[src/rtl/freq_track_ctrl.sv]
// -----------------------------------------------------------------------------
// freq_track_ctrl
//
// Purpose: phase-tracking controller for a resonant drive. Requests a
// voltage/current edge-time measurement, computes phase = i_edge - v_edge, and
// nudges the 16-bit drive frequency word by STEP toward zero phase, clamped to
// [F_MIN, F_MAX]. A measurement that never completes within TIMEOUT cycles,
// or reports a zero voltage period, parks the controller in FAULT until
// enable is dropped.
//
// Optional feature: define FT_LOCK_DET_EN to build the lock detector
// (locked=1 after LOCK_CNT consecutive in-band adjusts). Without it, locked=0.
//
// Ports:
//   clk          system clock
//   rst          asynchronous active-low reset
//   enable       tracking enable; low forces IDLE next cycle
//   meas_done    single-cycle measurement-complete pulse
//   v_edge_time  voltage edge timestamp (clk counts), valid with meas_done
//   i_edge_time  current edge timestamp (clk counts), valid with meas_done
//   v_period     voltage period (clk counts), valid with meas_done
//   meas_start   one-cycle pulse on the first cycle of every MEASURE visit
//   freq_word    drive frequency word; shows the new value in its load cycle
//   freq_load    one-cycle pulse whenever freq_word takes a new value
//   state        FSM state: 0 IDLE, 1 MEASURE, 2 ADJUST, 3 FAULT
//   locked       lock indication (FT_LOCK_DET_EN builds only)
//   fault        high while in FAULT
// -----------------------------------------------------------------------------
module freq_track_ctrl #(
    parameter int unsigned F_INIT    = 40000,
    parameter int unsigned F_MIN     = 20000,
    parameter int unsigned F_MAX     = 60000,
    parameter int unsigned STEP      = 16,
    parameter int unsigned PHASE_TOL = 8,
    parameter int unsigned TIMEOUT   = 1_000_000,
    parameter int unsigned LOCK_CNT  = 4
) (
    input  logic        clk,
    input  logic        rst,
    input  logic        enable,
    input  logic        meas_done,
    input  logic [31:0] v_edge_time,
    input  logic [31:0] i_edge_time,
    input  logic [31:0] v_period,
    output logic        meas_start,
    output logic [15:0] freq_word,
    output logic        freq_load,
    output logic [1:0]  state,
    output logic        locked,
    output logic        fault
);

    typedef enum logic [1:0] {
        S_IDLE    = 2'd0,
        S_MEASURE = 2'd1,
        S_ADJUST  = 2'd2,
        S_FAULT   = 2'd3
    } state_t;

    localparam logic signed [32:0] TOL_P = 33'(PHASE_TOL);
    localparam logic signed [32:0] TOL_N = -TOL_P;

    state_t             r_state;
    state_t             w_state_nxt;
    logic [31:0]        r_tmo_cnt;
    logic               r_first;
    logic signed [32:0] r_phase;
    logic [15:0]        r_freq_word;
    logic [15:0]        w_word_nxt;
    logic [15:0]        w_adj_word;
    logic [16:0]        w_inc;
    logic [16:0]        w_dec;
    logic               w_timeout;
    logic               w_phase_hi;
    logic               w_phase_lo;
    logic signed [32:0] w_phase;

    // Zero-extend both timestamps so the 33-bit difference never wraps.
    assign w_phase    = $signed({1'b0, i_edge_time}) - $signed({1'b0, v_edge_time});
    assign w_phase_hi = (r_phase > TOL_P);
    assign w_phase_lo = (r_phase < TOL_N);
    assign w_timeout  = (r_tmo_cnt >= 32'(TIMEOUT - 1));

    // 17-bit intermediates: bit 16 catches borrow/carry before clamping.
    assign w_inc = {1'b0, r_freq_word} + 17'(STEP);
    assign w_dec = {1'b0, r_freq_word} - 17'(STEP);

    always_comb begin
        w_adj_word = r_freq_word;
        if (w_phase_hi)
            w_adj_word = (w_dec[16] || (w_dec < 17'(F_MIN))) ? 16'(F_MIN) : w_dec[15:0];
        else if (w_phase_lo)
            w_adj_word = (w_inc > 17'(F_MAX)) ? 16'(F_MAX) : w_inc[15:0];
    end

    always_comb begin
        w_word_nxt = r_freq_word;
        if (enable) begin
            if (r_state == S_IDLE)
                w_word_nxt = 16'(F_INIT);
            else if (r_state == S_ADJUST)
                w_word_nxt = w_adj_word;
        end
    end

    // State register.
    always_ff @(posedge clk or negedge rst) begin
        if (!rst) begin
            r_state <= S_IDLE;
        end else begin
            // NOTE: sequential state uses non-blocking assignment so every
            // register samples the pre-edge values regardless of block order.
            r_state <= w_state_nxt;
        end
    end

    // Next-state logic.
    always_comb begin
        // NOTE: default assignment first so no path leaves w_state_nxt
        // unassigned, which would infer a latch.
        w_state_nxt = r_state;
        if (!enable) begin
            w_state_nxt = S_IDLE;
        end else begin
            case (r_state)
                S_IDLE:    w_state_nxt = S_MEASURE;
                S_MEASURE: begin
                    // meas_done takes priority over a coincident timeout.
                    if (meas_done)
                        w_state_nxt = (v_period == 32'd0) ? S_FAULT : S_ADJUST;
                    else if (w_timeout)
                        w_state_nxt = S_FAULT;
                end
                S_ADJUST:  w_state_nxt = S_MEASURE;
                S_FAULT:   w_state_nxt = S_FAULT;
                default:   w_state_nxt = S_IDLE;
            endcase
        end
    end

    // Output logic.
    always_comb begin
        meas_start = enable && (r_state == S_MEASURE) && r_first;
        freq_load  = enable && ((r_state == S_IDLE) ||
                                ((r_state == S_ADJUST) && (w_adj_word != r_freq_word)));
        fault      = (r_state == S_FAULT);
        freq_word  = w_word_nxt;
        state      = r_state;
    end

    // Datapath registers.
    always_ff @(posedge clk or negedge rst) begin
        if (!rst) begin
            r_freq_word <= 16'(F_INIT);
            r_tmo_cnt   <= '0;
            r_first     <= 1'b0;
            r_phase     <= '0;
        end else begin
            r_freq_word <= w_word_nxt;
            r_first     <= (w_state_nxt == S_MEASURE) && (r_state != S_MEASURE);
            // Counter runs only while staying in MEASURE, so every entry starts at 0.
            if ((r_state == S_MEASURE) && (w_state_nxt == S_MEASURE))
                r_tmo_cnt <= r_tmo_cnt + 32'd1;
            else
                r_tmo_cnt <= '0;
            if (enable && (r_state == S_MEASURE) && meas_done)
                r_phase <= w_phase;
        end
    end

`ifdef FT_LOCK_DET_EN
    localparam int unsigned LW = $clog2(LOCK_CNT + 1) + 1;

    logic [LW-1:0] r_lock_cnt;

    always_ff @(posedge clk or negedge rst) begin
        if (!rst) begin
            r_lock_cnt <= '0;
        end else if ((w_state_nxt == S_IDLE) || (w_state_nxt == S_FAULT)) begin
            r_lock_cnt <= '0;
        end else if (r_state == S_ADJUST) begin
            if (w_phase_hi || w_phase_lo)
                r_lock_cnt <= '0;
            else if (r_lock_cnt < LW'(LOCK_CNT))
                r_lock_cnt <= r_lock_cnt + 1'b1;
        end
    end

    assign locked = (r_lock_cnt >= LW'(LOCK_CNT));
`else
    assign locked = 1'b0;
`endif

endmodule

[config.mk]
export PLATFORM = sky130hd
export DESIGN_NAME = freq_track_ctrl
export DESIGN_NICKNAME = d
export VERILOG_FILES = /design/src/rtl/freq_track_ctrl.sv
export SDC_FILE = /design/constraint.sdc
export NUM_CORES = 1
export LEC_CHECK = 0
export CORE_MARGIN = 2
export CORE_UTILIZATION = 36
export DETAILED_ROUTE_END_ITERATION = 6
export SYNTH_ARGS = -nofsm -noshare
export SYNTH_HDL_FRONTEND = slang
export SYNTH_SLANG_ARGS = --single-unit
[constraint.sdc]
create_clock -name clk -period 4.4 [get_ports clk]
set_clock_uncertainty 0.1 [all_clocks]
set_input_delay 0.88 -clock clk [delete_from_list [all_inputs] [get_ports clk]]
set_output_delay 0.88 -clock clk [all_outputs]
set_load 0.03 [all_outputs]
==> results list <==
* Clk Latency, worst-skew pair: 350 ps
* Final non-filler cell total: ~1,200
- Final-report hold violation count: 0
* Clk slew on worst S/H paths: 60 ps
* Synth async-reset ratio: 100%
* Die X: 136 um
* Fill cell count: ~1,700
* Worst relative slew slack: 39.7%
- Last weighted congestion value of the routability-driven placer: 0.963
* Classification of the worst setup path: reg2out
* Data arrival at the endpoint of the critical path: 3550 ps
- By area the synthesized netlist is led by dfrtp_1 32%, ha_1 7.2%, nand2_1 4.5%.
* Failing checks: negative setup slack
* Master cell of the clock root buffer: clkbuf_16
- Combined area of all synthesized cells: 6260 um2
- Detailed placement ended at an HPWL of 14.1 mm.
* Area delta synth->final: 41.5%
- Initial antenna violation count: 0
- Crit path setup slack, layout: -131 ps
- Final WL: 19.0 mm
* Average routed wire per standard cell: 16.0 um
- Across all register-to-register paths, the minimum setup slack is 1180 ps.
* CP Cell Sequence: ha_2 > nand3_2 > or4_4 > xor2_4 > or4b_4 > o211ai_4 > buf_6 > o21bai_2 > a31oi_1 > nor3_2 > buf_4 > nor4_4 > a31oi_4 > buf_12
* Category of the worst setup path launch point: register
- Worst setup path end: freq_load
* Initial Utilization: a little over a third
- In the layout the commonest cells are 102 x clkdlybuf4s50_1, 78 x buf_4, 78 x dfrtp_1.
* Fraction of the yosys area taken by sequential cells: between 30% and 40%
* DRC errors left: 0
- In this run the static leakage power is around 0.0038 uW.
- Input/output buffers: 120
* Post-route antenna net violation count: 0
- Global routing consumed, over all layers together, 20.9% of the routing resources.
- Rows: 48
- At the end of the flow the core is filled with cells to 51.6%.
- TritonCTS clock tree: yes
- Most common cell after layout, fill and taps aside: clkdlybuf4s50_1
- Tracing the worst setup path back leads to its startpoint at r_freq_word[5].
- Worst-case reg-to-reg path depth: 13
- Synthesized instance count: 765
- Iteration count of the initial detailed-routing pass: 5
- The clock passes through at most 2 buffers.
- For the pin with the worst max-slew slack, the measured transition is around 900 ps.
- Instance area after placement: 8050 um2
- CTS Hold Buffers Added: 0
- Time the final worst path needs with I/O delays and setup: approximately 4500 ps
- Top cell type's share of synthesized area: 31.6%
- The worst-case IR drop observed on VDD is roughly 0.17 mV.
- Number of vias in the routed layout: ~6,400
* Outcome: complete, but fails checks
- Sink Count: 84
* Main synth FF type: dfrtp_1
- The worst setup path is captured at a primary output.
- Chip Height: 136 um
- Share of post-route cells with drive strength above 1: 18.2%
- Launch point of the worst reg-to-reg path: r_freq_word[5]
- CTS H-tree depth: 3
- Maximum single-stage delay on the critical path: 500 ps
- Pin placement for this block handled 122 I/O pins.
- Synthesis instantiated 73 different standard cells from the library.
- CP Data Required Time: about 3400 ps
- Diode insertion count for antenna repair: 0
* Gr ovfl total: 0
- Dividing total power by cell area gives a power density of approximately 340 nW/um2.
- Setup violations remaining at the end of the flow were counted as 2.
- Hold WC Path Type: reg2reg
* Maximum number of pins on one net before global-route repair: 71
- Post-Synthesis Mean Instance Area: 8.19 um2
* Core region area: 17,200 um2
- Placed cell count: between 1,000 and 1,500
- Vias in the first global route: between 6,000 and 7,000
- CTS Buf Count: 9
* Worst r2r dst: r_freq_word[9]
* Iter 0 DRT Violations: 521
- Net count of the finished layout: 1,090
- Slowest cell on the critical path: or4b_4
- Final instance area: between 8000 and 9000 um2
- Number of flops mapped to enable cells by yosys: 0
- Global-route wire length before repair: about 30 mm
- Total of warnings raised by yosys: 0
- Per-cell via count in the routed design: roughly 5.4
* Worst-path fanout max: 4
* Die area: roughly 18,000 um2
* Peak clock frequency supported by timing: 221 MHz
* Cell accounting for the most synthesized area: dfrtp_1
- The number of pins exceeding their max-slew limit in the final report came to 0.
* Final critical-path share of the clock period: 103%
- Across the run, the number of max-cap violations was 0.
- Counting flops and latches in the post-synthesis netlist gives 84.
- Setup repair after global routing missed its margin: true
-- metal layers --
layer | global-route usage, % | vias to the layer above | wire length (um)
li1 | - | 3151 | -
met1 | 27.8 | 2962 | 8460
met2 | 33.8 | 238 | 8890
met3 | 3.65 | 42 | 1190
met4 | 8.28 | 0 | 437
met5 | 0 | - | 0
-- Yosys cell counts (4+ instances only) --
cell / number
dfrtp_1: 79
nand2b_1: 9
o31ai_1: 8
o21a_1: 4
o21bai_1: 6
nor2_1: 61
xor2_1: 26
a21oi_1: 46
a31oi_1: 9
a211oi_1: 9
nand3_1: 35
dfstp_2: 5
nand4_1: 23
ha_1: 36
inv_1: 51
o2111ai_1: 6
nor3_1: 14
and2_1: 9
nor4_1: 23
mux2i_1: 4
o221ai_1: 5
nand2_1: 75
or3_1: 6
o21ai_0: 54
xnor2_1: 22
o31a_1: 5
nor2b_1: 4
a21o_1: 13
clkbuf_1: 25
buf_2: 8
and3_1: 14
a21boi_0: 4
-- timing repair --
item / in CTS / in global routing
gates resized for setup: 35 / 47
endpoints found under the setup margin: 9 / 15
pin swaps: 13 / 10
setup buffers: 14 / 14
hold endpoints to repair: 0 / 0
-- critical path, delay by kind of cell (launching register included) --
kind,cells,cell delay [ps]
compound gates,4,610
xor+xnor,1,180
fa+ha+maj,1,210
buf+inv,3,470
flops,1,370
simple gates,5,1350
-- state kept, by name, summed over array words and instances (netlist names) --
name / count
r_freq_word: 16
r_first: 1
state: 2
r_phase: 33
r_tmo_cnt: 32
-- worst min path at each step --
| stage | startpoint | endpoint | slack [ps] | depth (start not counted) |
|---|---|---|---|---|
| 6_report | r_phase[1] | r_phase[1] | 390 | 2 |
| 5_1_grt | r_phase[20] | r_phase[20] | 440 | 2 |
| 4_1_cts | r_phase[2] | r_phase[2] | 390 | 2 |
| 3_5_place_dp | r_phase[2] | r_phase[2] | 380 | 2 |
| 3_3_place_gp | r_phase[0] | r_phase[0] | 370 | 2 |
| 2_1_floorplan | r_tmo_cnt[0] | r_tmo_cnt[0] | 350 | 1 |
-- power by group --
group / switching (uW) / internal [uW]
clock: 341 / 444
sequential: 98.2 / 890
combinational: 670 / 583
-- cell families after synthesis --
group / share of synthesized area, %
multiplexers: 0.819
AO/OA/AOI/OAI: 21.8
buffers and inverters: 5.61
flip-flops: 33.7
XOR/XNOR: 6.71
adder cells (fa/ha/maj): 7.51
other: 0.0599
AND/OR/NAND/NOR: 23.8
-- area by class of cell --
cell class	instances	area, um2	area share, %
Clock buffer	9	225	2.54
Multi-Input combinational cell	605	4110	46.4
Sequential cell	84	2110	23.8
Clock inverter	7	75.1	0.847
Inverter	51	191	2.16
Tap cell	225	282	3.18
Timing Repair Buffer	202	1870	21.1
-- through the flow --
| stage | worst slack (ps) | hold slack (ps) | TNS, ps | power (uW) |
|---|---|---|---|---|
| 2_1_floorplan | 164 | 348 | 0 | 1620 |
| 5_1_grt | -212 | 436 | -674 | 3200 |
| 3_3_place_gp | 20.6 | 370 | 0 | 2060 |
| 4_1_cts | -47.3 | 391 | -47.3 | 2940 |
| 3_5_place_dp | 41.9 | 377 | 0 | 2060 |
| 6_report | -131 | 387 | -155 | 3030 |
Power figures use the tool's default switching activity.
